### config.mk
export PLATFORM = sky130hd
export DESIGN_NAME = fetch_unit_flat
export DESIGN_NICKNAME = d
export VERILOG_FILES = /design/src/rtl/cpu_pkg.sv /design/src/rtl/fetch_unit_if.sv /design/src/rtl/fetch_unit_hold_buf.sv /design/src/rtl/fetch_unit.sv /design/src/flat_wrapper.sv
export SDC_FILE = /design/constraint.sdc
export NUM_CORES = 1
export LEC_CHECK = 0
export CORE_UTILIZATION = 45
export DETAILED_ROUTE_END_ITERATION = 8
export DONT_BUFFER_PORTS = 1
export PLACE_DENSITY_LB_ADDON = 0.25
export SETUP_SLACK_MARGIN = 0.15
export SYNTH_ARGS = -nofsm -noshare
export SYNTH_HDL_FRONTEND = slang
export SYNTH_SLANG_ARGS = --single-unit
### constraint.sdc
create_clock -name clk -period 4.05 [get_ports clk]
set_clock_uncertainty 0.15 [all_clocks]
set_input_delay 0.405 -clock clk [delete_from_list [all_inputs] [get_ports clk]]
set_output_delay 0.405 -clock clk [all_outputs]
set_load 0.1 [all_outputs]
### src/rtl/cpu_pkg.sv
// Shared RV32I pipeline definitions: bubble instruction, fetch FSM states,
// and the opcode constants used by both fetch and the Controller.
package cpu_pkg;

  localparam logic [31:0] NOP_INST = 32'h0000_0013;

  typedef enum logic [1:0] {IDLE, WAIT, HOLD, KILL} fetch_state_e;

  localparam logic [6:0] OPC_LUI    = 7'b0110111;
  localparam logic [6:0] OPC_AUIPC  = 7'b0010111;
  localparam logic [6:0] OPC_JAL    = 7'b1101111;
  localparam logic [6:0] OPC_JALR   = 7'b1100111;
  localparam logic [6:0] OPC_BRANCH = 7'b1100011;
  localparam logic [6:0] OPC_LOAD   = 7'b0000011;
  localparam logic [6:0] OPC_STORE  = 7'b0100011;
  localparam logic [6:0] OPC_OP_IMM = 7'b0010011;
  localparam logic [6:0] OPC_OP     = 7'b0110011;

  function automatic logic [31:0] pc_step(input logic [31:0] pc);
    return pc + 32'd4;
  endfunction

endpackage

### src/rtl/fetch_unit_if.sv
// Instruction-memory request/response bus: one request strobe per address,
// in-order responses with variable latency.
interface fetch_unit_if;
  logic        im_req;
  logic [31:0] im_addr;
  logic        im_rvalid;
  logic [31:0] im_rdata;

  modport master (output im_req, im_addr, input im_rvalid, im_rdata);
  modport slave  (input im_req, im_addr, output im_rvalid, im_rdata);
endinterface

### src/rtl/fetch_unit_hold_buf.sv
// fetch_hold_buf: single-entry {pc, inst, valid} register that parks a
// response arriving during a stall. Clear wins over load (redirect flush).
module fetch_hold_buf (
  input  logic        clk,
  input  logic        rst,
  input  logic        load,
  input  logic        clear,
  input  logic [31:0] pc_in,
  input  logic [31:0] inst_in,
  output logic [31:0] pc,
  output logic [31:0] inst,
  output logic        valid
);

  always_ff @(posedge clk or posedge rst) begin
    if (rst)        valid <= 1'b0;
    else if (clear) valid <= 1'b0;
    else if (load)  valid <= 1'b1;
  end

  // payload is qualified by valid, so it carries no reset
  always_ff @(posedge clk) begin
    if (load) begin
      pc   <= pc_in;
      inst <= inst_in;
    end
  end

endmodule

### src/rtl/fetch_unit.sv
// IF stage: owns the PC, keeps at most one imem request outstanding and fills
// the IF/ID register. Optional FETCH_PERF_CNT_EN adds fetch/kill counters.
module fetch_unit #(
  parameter logic [31:0] RESET_PC = 32'h0000_0000,
  parameter logic [31:0] NOP_INST = cpu_pkg::NOP_INST
) (
  input  logic         clk,
  input  logic         rst,
  input  logic         stall,
  input  logic         next_pc_sel,
  input  logic [31:0]  jb_pc,
  fetch_unit_if.master im,
  output logic [31:0]  D_pc,
  output logic [31:0]  D_inst,
  output logic         D_valid
`ifdef FETCH_PERF_CNT_EN
  ,
  output logic [31:0]  perf_fetch_cnt,
  output logic [31:0]  perf_kill_cnt
`endif
);
  import cpu_pkg::*;

  fetch_state_e state;
  logic [31:0]  pc, pc_plus4, redirect_pc;
  logic         deliver, drain, hb_load, hb_clear, hb_valid;
  logic [31:0]  hb_pc, hb_inst;

  assign pc_plus4    = pc_step(pc);
  assign redirect_pc = jb_pc & ~32'h3;

  // Request side: issued in the same cycle the previous slot frees up
  always_comb begin
    im.im_req  = 1'b0;
    im.im_addr = pc;
    deliver    = 1'b0;
    drain      = 1'b0;
    hb_load    = 1'b0;
    hb_clear   = next_pc_sel;
    if (!rst && !next_pc_sel) begin
      unique case (state)
        IDLE: im.im_req = !stall;
        WAIT: begin
          if (im.im_rvalid && !stall) begin
            im.im_req  = 1'b1;
            im.im_addr = pc_plus4;
            deliver    = 1'b1;
          end else if (im.im_rvalid) begin
            hb_load = 1'b1;
          end
        end
        HOLD: begin
          if (!stall) begin
            im.im_req = 1'b1;
            drain     = 1'b1;
            hb_clear  = 1'b1;
          end
        end
        KILL: im.im_req = im.im_rvalid;
      endcase
    end
  end

  fetch_hold_buf u_hold_buf (
    .clk     (clk),
    .rst     (rst),
    .load    (hb_load),
    .clear   (hb_clear),
    .pc_in   (pc),
    .inst_in (im.im_rdata),
    .pc      (hb_pc),
    .inst    (hb_inst),
    .valid   (hb_valid)
  );

  // IF/ID boundary
  always_ff @(posedge clk or posedge rst) begin
    if (rst) begin
      state   <= IDLE;
      pc      <= RESET_PC;
      D_pc    <= 32'h0;
      D_inst  <= NOP_INST;
      D_valid <= 1'b0;
    end else if (next_pc_sel) begin
      pc      <= redirect_pc;
      D_inst  <= NOP_INST;
      D_valid <= 1'b0;
      state   <= ((state == WAIT || state == KILL) && !im.im_rvalid) ? KILL : IDLE;
    end else begin
      unique case (state)
        IDLE: if (!stall) state <= WAIT;
        WAIT: begin
          if (im.im_rvalid) begin
            pc <= pc_plus4;
            if (deliver) begin
              D_pc    <= pc;
              D_inst  <= im.im_rdata;
              D_valid <= 1'b1;
            end else begin
              state <= HOLD;
            end
          end
        end
        HOLD: begin
          if (drain) begin
            D_pc    <= hb_pc;
            D_inst  <= hb_inst;
            D_valid <= hb_valid;
            state   <= WAIT;
          end
        end
        KILL: if (im.im_rvalid) state <= WAIT;
      endcase
    end
  end

`ifdef FETCH_PERF_CNT_EN
  always_ff @(posedge clk or posedge rst) begin
    if (rst) begin
      perf_fetch_cnt <= 32'h0;
      perf_kill_cnt  <= 32'h0;
    end else begin
      if (deliver || drain) perf_fetch_cnt <= perf_fetch_cnt + 32'd1;
      if (im.im_rvalid && (state == KILL || (next_pc_sel && state == WAIT)))
        perf_kill_cnt <= perf_kill_cnt + 32'd1;
    end
  end
`endif

  a_stray_rvalid: assert property (@(posedge clk) disable iff (rst)
    !(im.im_rvalid && (state == IDLE || state == HOLD)));

endmodule

### src/flat_wrapper.sv
// flat-port wrapper written by rule: the top's interface ports become plain ports
module fetch_unit_flat import cpu_pkg::*;
#(
  parameter logic [31:0] RESET_PC = 32'h0000_0000,
  parameter logic [31:0] NOP_INST = cpu_pkg::NOP_INST
)
  (clk, rst, stall, next_pc_sel, jb_pc, D_pc, D_inst, D_valid, im_im_req, im_im_addr, im_im_rvalid, im_im_rdata);
  fetch_unit_if im_i ();
  input  logic clk;
  input  logic rst;
  input  logic stall;
  input  logic next_pc_sel;
  input  logic [31:0] jb_pc;
  output logic [31:0] D_pc;
  output logic [31:0] D_inst;
  output logic D_valid;
  output wire logic [$bits(im_i.im_req)-1:0] im_im_req;
  output wire logic [$bits(im_i.im_addr)-1:0] im_im_addr;
  input wire logic [$bits(im_i.im_rvalid)-1:0] im_im_rvalid;
  input wire logic [$bits(im_i.im_rdata)-1:0] im_im_rdata;
  assign im_im_req = im_i.im_req;
  assign im_im_addr = im_i.im_addr;
  assign im_i.im_rvalid = im_im_rvalid;
  assign im_i.im_rdata = im_im_rdata;
  fetch_unit #(.RESET_PC(RESET_PC), .NOP_INST(NOP_INST)) u_core (.clk(clk), .rst(rst), .stall(stall), .next_pc_sel(next_pc_sel), .jb_pc(jb_pc), .im(im_i), .D_pc(D_pc), .D_inst(D_inst), .D_valid(D_valid));
endmodule
==> flow_summary.ini, run 1 <==
[yosys]
synth_compound_area_share_pct = 9.040
synth_simple_gate_area_share_pct = 16.59
synth_ff_type = dfrtp_1
yosys.area.top_type_share_pct = 30.46
synth_area_um2 = 7640
yosys_warnings = 0
synth-async-reset-ratio_pct = 60.76
yosysSeqAreaShare_pct = 55.86
syn_area_per_cell_um2 = 10.81
yosys.area.top_type = dfrtp_1
synthXorXnorAreaFrac_pct = 4.471
ys_types = 56
ys_ff_latch = 158
synth_top_family_by_area = simple AND/OR/NAND/NOR gates
synthAdderAreaFrac_pct = 0.1638
synthCells = 707
synthTopCellsByArea = dfrtp_1 30%, edfxtp_1 24%, nand2_1 6.0%
synth.area.mux_share_pct = 8.680
synth-edff-count = 62

[sta]
rsz0062_at_grt = no
totalNegativeSetupSlack_ns = 0
relSlewSlack_pct = 16.85
setup_viol = 0
clock.fmax_mhz = 269.2
setup_ws_ns = 0.3351
min_period_ns = 3.715
drv_slew = 0
tightest_slew_ns = 1.241
finalHoldViolCount = 0
fin_crit_sh_pct = 91.73

[die]
die_x_um = 132.3
die-area_um2 = 17500
fp.dieH_um = 132.3
initial_core_util_pct = 46.07
rows = 47
io_pins = 167
core_area_um2 = 16580

[power]
comb_power_share_pct = 14.4
p_sw_mw = 2.763
power_mw = 5.729
p_leak_nw = 3.639
clkPwrFrac_pct = 26.0
ir_worst_vdd_uv = 381.9
swShare_pct = 48.24
power.density_nw_per_um2 = 619.4
p_int_mw = 2.965
p_seq_share_pct = 59.6

[global_routing]
met3_usage_pct = 5.921
antenna_found_initial = 0
grt.total_usage_pct = 22.44
grt_max_degree = 67
grt-ovfl-total = 0
use_met1_pct = 28.92
grt_first_pass_wirelength_mm = 30.17
grtUsageMet2_pct = 36.51
grt_busiest_layer = met2
grt_pass1_vias = 5592

[critical_path]
path_cells = ha_1 > nor4bb_1 > nand3_1 > nor3_1 > xor2_2 > buf_4
crit_fanout = 8
cp_slowest_cell = dfrtp_1
worstSetupEndpointType = output pin
path_buf_inv = 1
worstPathRequired_ns = 3.49
critPathTopFamily = simple AND/OR/NAND/NOR gates
max_stage_delay_ns = 0.51
cp.arrival_ns = 3.16
worst_setup_path_start_kind = flip-flop
worstSetupPathType = flip-flop to output pin

[outcome]
outcome = completed

[placement]
place_congestion = 0.8157
pre_cts_ws_ns = 0.8370
io_buffers = 0
hpwl_mm = 12.12
place_area_um2 = 8142

[layout]
layout-drive-gt1-share_pct = 18.76
mostFrequentLayoutCells = 123 x nand2_1, 93 x dfrtp_1, 62 x edfxtp_1, 56 x dlygate4sd3_1, 49 x o21ai_0
final_common_cell = nand2_1
antenna_cells = 0
area_growth_pct = 21.06
design_area_um2 = 9249
final_util_pct = 55.77
finalNetCount = 830
fillCellCount = 1411

[cts]
clkTransAtPathRegs_ns = 0.07
postCtsSetupBuffers = 0
clkSinkCount = 158
cts_buffers = 17
ctsResizeCount = 0
clkLatencyLatePin_ns = 0.42
tritoncts = built
root_buffer = clkbuf_16
hold_buffers = 56
cts_max_level = 4
clock_path_buffers = 2

[routing]
antenna_left = 0
drtIter0Drc = 392
drt_first_pass_iters = 5
vias_per_cell = 5.690
route.detailed.drc = 0
wl_mm = 19.04
num_vias = 5650
wl_per_cell_um = 19.17

[worst_hold_path]
hp-class = primary input to flip-flop

[job]
cap_violations = 0
-- metal layers --
layer | vias up | part of all wire, %
li1 | 2617 | -
met4 | 0 | 1.6
met2 | 210 | 49
met3 | 26 | 7.0
met1 | 2797 | 42
met5 | - | 0
-- cells by family after synthesis --
group                    count (synthesis)
AND/OR/NAND/NOR                        255
flip-flops                             158
AO/OA/AOI/OAI                          121
multiplexers                            62
XOR/XNOR                                39
buffers and inverters                   70
adder cells (fa/ha/maj)                  1
other                                    1
-- stage by stage --
stage / hold WS (ns) / cells
after floorplan: 0.2696 / 710
after global placement: 0.2994 / 905
after detailed placement: 0.3202 / 905
after CTS: 0.001553 / 993
after global routing: 0.01691 / 993
final: 0.01634 / 993
-- synthesized netlist by cell type, drive strengths merged (2+ instances only) --
| master | instances |
|---|---|
| a31oi | 15 |
| o31ai | 10 |
| inv | 8 |
| dfrtp | 93 |
| nand4 | 23 |
| buf | 23 |
| nand2b | 2 |
| edfxtp | 62 |
| nor4bb | 2 |
| mux2i | 28 |
| and3 | 6 |
| nand2 | 123 |
| or3 | 8 |
| dfstp | 3 |
| a21oi | 35 |
| nor4 | 6 |
| clkbuf | 36 |
| nand3 | 18 |
| a211o | 2 |
| o21ai | 50 |
| and4 | 5 |
| xor2 | 16 |
| nor2 | 32 |
| or4 | 11 |
| a311oi | 2 |
| and2 | 2 |
| xnor2 | 23 |
| nor3 | 11 |
| mux2 | 34 |
| nor2b | 2 |
-- worst paths after layout --
check                                               from               to  slack, ns  depth (start not counted)
worst max-delay path                        u_core.pc[2]   im_im_addr[22]       0.34                          6
worst min-delay path                           jb_pc[22]    u_core.pc[22]       0.02                          2
worst max register to register           u_core.state[0]    u_core.pc[29]       1.31                          4
worst min register to register  u_core.u_hold_buf.pc[20]  u_core.D_pc[20]       0.39                          2
max in group asynchronous                            rst    u_core.pc[18]       1.94                          3
min in group asynchronous                            rst     u_core.pc[3]       0.49                          2
-- power by group through the flow --
stage               combinational (mW)  clock (mW)  sequential, mW
floorplan                        0.694           0            3.34
global placement                 0.758           0            3.44
detailed placement               0.776           0            3.46
CTS                              0.830        1.51            3.42
global route                     0.896        1.58            3.44
finish                           0.823        1.49            3.42
-- sequential cells by signal, summed over array words and instances, names as in the netlist --
signal / cells
u_core.D_inst: 32
u_core.pc: 30
u_core.D_valid: 1
u_core.D_pc: 30
u_core.u_hold_buf.inst: 32
u_core.state: 2
u_core.u_hold_buf.valid: 1
u_core.u_hold_buf.pc: 30
-- worst register-to-register path: cells and delay by family (launching register included) --
kind / cells / cell delay, ns
AOI/OAI and AO/OA: 1 / 0.20
DFF: 1 / 0.55
and+or+nand+nor: 3 / 1.73
-- area by class of cell --
| type | instances | area (um2) | share of cell area, % |
|---|---|---|---|
| Multi-Input combinational cell | 482 | 3258 | 35.23 |
| Tap cell | 220 | 275.3 | 2.976 |
| Inverter | 9 | 37.54 | 0.4058 |
| Clock buffer | 18 | 439.2 | 4.748 |
| Clock inverter | 14 | 107.6 | 1.163 |
| Sequential cell | 158 | 4268 | 46.14 |
| Timing Repair Buffer | 92 | 863.3 | 9.334 |
Power figures use the tool's default switching activity.
==> inputs of run 2 (changes only) <==
==> constraint.sdc (replaced) <==
create_clock -name clk -period 4.05 [get_ports clk]
set_clock_uncertainty 0.15 [all_clocks]
set_input_delay 0.2025 -clock clk [delete_from_list [all_inputs] [get_ports clk]]
set_output_delay 0.2025 -clock clk [all_outputs]
set_load 0.1 [all_outputs]
==> run 2 against run 1 <==
  * Register-to-register slack worse by 0.02 ns
  * Power up 3.9%
  * Critical path depth unchanged
  * Die area is the same
  * Combinational power rose by 3.4%
==> flow_summary.ini, run 2 (synthesis results as in run 1) <==
[outcome]
outcome = completed

[global_routing]
grt_max_degree = 73
grt-ovfl-total = 0
grt_pass1_vias = 5723
antenna_found_initial = 0
grt.total_usage_pct = 23.01
grt_first_pass_wirelength_mm = 30.99

[power]
ir_worst_vdd_uv = 373.5
p_leak_nw = 3.742
power.density_nw_per_um2 = 629.3
p_int_mw = 3.187
p_sw_mw = 2.765
clkPwrFrac_pct = 28.3
p_seq_share_pct = 57.4
comb_power_share_pct = 14.3
swShare_pct = 46.45

[routing]
wl_mm = 19.09
vias_per_cell = 5.638
drtIter0Drc = 497
antenna_left = 0
drt_first_pass_iters = 5
wl_per_cell_um = 18.98
route.detailed.drc = 0
num_vias = 5672

[die]
die-area_um2 = 17500
core_area_um2 = 16580
die_x_um = 132.3
rows = 47
initial_core_util_pct = 46.07
io_pins = 167
fp.dieH_um = 132.3

[sta]
fin_crit_sh_pct = 87.33
clock.fmax_mhz = 282.7
relSlewSlack_pct = 16.04
setup_viol = 0
totalNegativeSetupSlack_ns = 0
rsz0062_at_grt = no
min_period_ns = 3.537
finalHoldViolCount = 0
drv_slew = 0
tightest_slew_ns = 1.253

[cts]
hold_buffers = 68
ctsResizeCount = 0
tritoncts = built
clkSinkCount = 158
clkTransAtPathRegs_ns = 0.06
postCtsSetupBuffers = 0
cts_max_level = 4
cts_buffers = 17
root_buffer = clkbuf_16
clock_path_buffers = 2
clkLatencyLatePin_ns = 0.43

[critical_path]
cp_slowest_cell = nor4bb_1
critPathTopFamily = simple AND/OR/NAND/NOR gates
worst_setup_path_start_kind = flip-flop
rr_worst_depth = 3
max_stage_delay_ns = 0.52
worstPathRequired_ns = 3.70
path_buf_inv = 1
worstSetupPathType = flip-flop to output pin
crit_fanout = 8
cp_num_cells = 6
path_cells = ha_1 > nor4bb_1 > nand3_1 > nor3_1 > xor2_2 > buf_4
cp.arrival_ns = 3.18
worstSetupEndpointType = output pin

[worst_hold_path]
hold_depth = 3
hp-class = primary input to flip-flop

[layout]
reg.largest.list = u_core.D_inst (32), u_core.u_hold_buf.inst (32)
antenna_cells = 0
final_common_cell = nand2_1
area_growth_pct = 23.80
mostFrequentLayoutCells = 123 x nand2_1, 93 x dfrtp_1, 67 x dlygate4sd3_1, 62 x edfxtp_1, 49 x o21ai_0
finalNetCount = 843
layout-drive-gt1-share_pct = 19.08
design_area_um2 = 9458

[placement]
hpwl_mm = 12.08
place_congestion = 0.8167
io_buffers = 0
place_area_um2 = 8137

[job]
cap_violations = 0
## run 2: layout make-up
| cell class | instances | area [um2] |
|---|---|---|
| multi-input cells | 482 | 3246 |
| clock inverters | 12 | 156.4 |
| inverters | 9 | 37.54 |
| fillers | 1404 | 7126 |
| clock buffers | 20 | 466.7 |
| repair buffers | 105 | 1008 |
| well taps | 220 | 275.3 |
| flip-flops and latches | 158 | 4268 |
## run 2: routing by layer
metal	global-route usage, %	up-vias	share of wire (%)
li1	-	2658	-
met1	29.83	2788	43
met2	37.42	200	49
met3	5.805	26	5.9
met4	8.493	0	2.0
met5	0	-	0
## run 2: per-stage QoR
step	utilization (%)	hold slack, ns	total power, mW	instances	setup slack, ns
global route	57.03	0.05435	6.143	1006	0.3283
detailed placement	49.06	0.03354	4.232	906	1.057
floorplan	-	0.1514	4.036	710	-0.2773
global placement	49.06	0.01414	4.196	906	1.128
CTS	57.03	0.009862	5.983	1006	0.5553
finish	57.03	0.02148	5.952	1006	0.5133
## run 2: path summary, 6_finish.rpt
path | slack (ns) | endpoint | startpoint
min reg2reg | 0.39 | u_core.D_pc[22] | u_core.u_hold_buf.pc[22]
min | 0.02 | u_core.pc[2] | next_pc_sel
max | 0.51 | im_im_addr[28] | u_core.pc[2]
max in group asynchronous | 2.04 | u_core.D_pc[16] | rst
max reg2reg | 1.29 | u_core.u_hold_buf.pc[25] | u_core.state[0]
min in group asynchronous | 0.31 | u_core.D_inst[2] | rst
## run 2: power by group through the flow
stage | Combinational [mW] | Clock [mW] | Sequential [mW]
floorplan | 0.693 | 0 | 3.34
global placement | 0.756 | 0 | 3.44
detailed placement | 0.778 | 0 | 3.45
CTS | 0.854 | 1.71 | 3.42
global route | 0.928 | 1.77 | 3.44
finish | 0.851 | 1.69 | 3.42
## run 2: worst min-delay path: stages
cell and delay [ns]:
buf_16 0.19, nand2_1 0.08, o21ai_0 0.07
==> inputs of run 3 (changes only) <==
- CELL_PAD_IN_SITES_DETAIL_PLACEMENT: default -> 0
- CELL_PAD_IN_SITES_GLOBAL_PLACEMENT: default -> 1
==> run 3 against run 2 <==
  * Flip-flop and latch count unchanged
  * Wire length up 1.8%
  * Global-route usage up 0.16 points
  * Worst hold slack better by 0.029 ns
  * Critical path depth unchanged
  * Combinational power about the same
  * Setup slack better by 0.054 ns
  * Maximum frequency up 1.6%
  * Critical endpoint is now im_im_addr[26]
  * Largest power group unchanged
  * Highest routed layer unchanged
==> flow_summary.ini, run 3 (synthesis results as in run 1) <==
[layout]
final_common_cell = nand2_1
reg.largest.list = u_core.D_inst (32), u_core.u_hold_buf.inst (32)
final_util_pct = 56.99
fillCellCount = 1430
finalNetCount = 845
mostFrequentLayoutCells = 123 x nand2_1, 93 x dfrtp_1, 68 x dlygate4sd3_1, 62 x edfxtp_1, 49 x o21ai_0
design_area_um2 = 9452
antenna_cells = 0
layout-drive-gt1-share_pct = 18.91
stdcell_count = 1008
area_growth_pct = 23.71

[placement]
pre_cts_ws_ns = 1.022
place_congestion = 0.7844
placedCellCount = 907
io_buffers = 0
hpwl_mm = 12.23
place_area_um2 = 8144

[critical_path]
worstSetupPathType = flip-flop to output pin
worst_setup_path_start_kind = flip-flop
crit_fanout = 8
cp.arrival_ns = 3.13
reg2reg_slack_ns = 1.26
worstSetupEndpointType = output pin
worstPathRequired_ns = 3.70

[routing]
drt_first_pass_iters = 4
drt-met1-wl_mm = 8.492
num_vias = 5654
vias_per_cell = 5.609
wl_mm = 19.44
top_layer_used = met4
wl_per_cell_um = 19.29
route.detailed.drc = 0
wl_met3_mm = 1.222
antenna_left = 0
wl_met2_mm = 9.514
drtIter0Drc = 311

[die]
fp.dieH_um = 132.3
die_x_um = 132.3
io_pins = 167
core_area_um2 = 16580
die-area_um2 = 17500
rows = 47
initial_core_util_pct = 46.07

[cts]
root_buffer = clkbuf_16
clkTransAtPathRegs_ns = 0.06
cts_max_level = 4
clkSinkCount = 158
clock_path_buffers = 2
clkLatencyLatePin_ns = 0.42
postCtsSetupBuffers = 0
tritoncts = built
cts_buffers = 17

[power]
ir_worst_vdd_uv = 472.9
power.density_nw_per_um2 = 623.3
p_leak_nw = 3.722

[sta]
fin_crit_sh_pct = 85.99
drv_slew = 0
clock.fmax_mhz = 287.2
rsz0062_at_grt = no
setup_ws_ns = 0.5676
min_period_ns = 3.482
finalHoldViolCount = 0
tightest_slew_ns = 1.242
setup_viol = 0
relSlewSlack_pct = 16.82

[global_routing]
antenna_found_initial = 0
grt_pass1_vias = 5801
grt_first_pass_wirelength_mm = 31.21
grt.total_usage_pct = 23.16
grt_max_degree = 68
grt-ovfl-total = 0

[worst_hold_path]
hp-class = primary input to flip-flop

[job]
cap_violations = 0

[outcome]
outcome = completed
## run 3: cell types whose count changed in the layout (fill, tap and decap cells not counted), sizes merged
| cell | change |
|---|---|
| clkinv | -2 |
| clkbuf | -1 |
| buf | +1 |
| inv | -1 |
| clkinvlp | +4 |
| dlygate4sd3 | +1 |
## run 3: what timing repair did
item                      4_1_cts  5_1_grt
hold endpoints to repair      135        0
gates resized for setup         0        0
hold buffers                   69        0
## run 3: area by class of cell
type | count | area, um2 | share of cell area (%)
clock inverter | 13 | 166.4 | 1.761
tap | 220 | 275.3 | 2.912
inverter | 9 | 37.54 | 0.3971
clock buffer | 19 | 432.9 | 4.580
multi-input combinational | 482 | 3246 | 34.34
sequential | 158 | 4268 | 45.15
timing repair buffer | 107 | 1026 | 10.86
## run 3: path summary, 6_finish.rpt
path                                     startpoint           endpoint  cells past startpoint
setup reg to reg                    u_core.state[1]     u_core.D_valid                      5
hold reg to reg            u_core.u_hold_buf.pc[25]    u_core.D_pc[25]                      2
setup / recovery                       u_core.pc[2]     im_im_addr[26]                      6
hold / removal                          next_pc_sel       u_core.pc[9]                      3
max in group asynchronous                       rst      u_core.pc[19]                      4
min in group asynchronous                       rst  u_core.D_inst[18]                      3
## run 3: per-layer routing
layer / GRT usage, % / vias up
met4: 6.641 / 0
li1: - / 2654
met1: 29.20 / 2800
met2: 39.15 / 184
met3: 6.267 / 16
met5: 0 / -
## run 3: power breakdown
group	internal [mW]	switching (mW)	total [mW]
sequential	1.86	1.57	3.43
combinational	0.307	0.542	0.849
clock	0.973	0.643	1.62
## run 3: per-stage QoR
step | TNS, ns | power [mW] | hold slack (ns)
2_1_floorplan | -0.2773 | 4.036 | 0.1514
3_3_place_gp | 0 | 4.207 | 0.1091
3_5_place_dp | 0 | 4.239 | 0.1224
4_1_cts | 0 | 5.942 | 0.01699
5_1_grt | 0 | 6.116 | 0.05795
6_report | 0 | 5.891 | 0.05024
## run 3: worst max-delay path, stage by stage, from the launching register on
cell      delay, ns
dfrtp_1        0.53
ha_1           0.33
nor4bb_1       0.46
nand3_1        0.49
nor3_1         0.42
xor2_2         0.17
buf_4          0.31
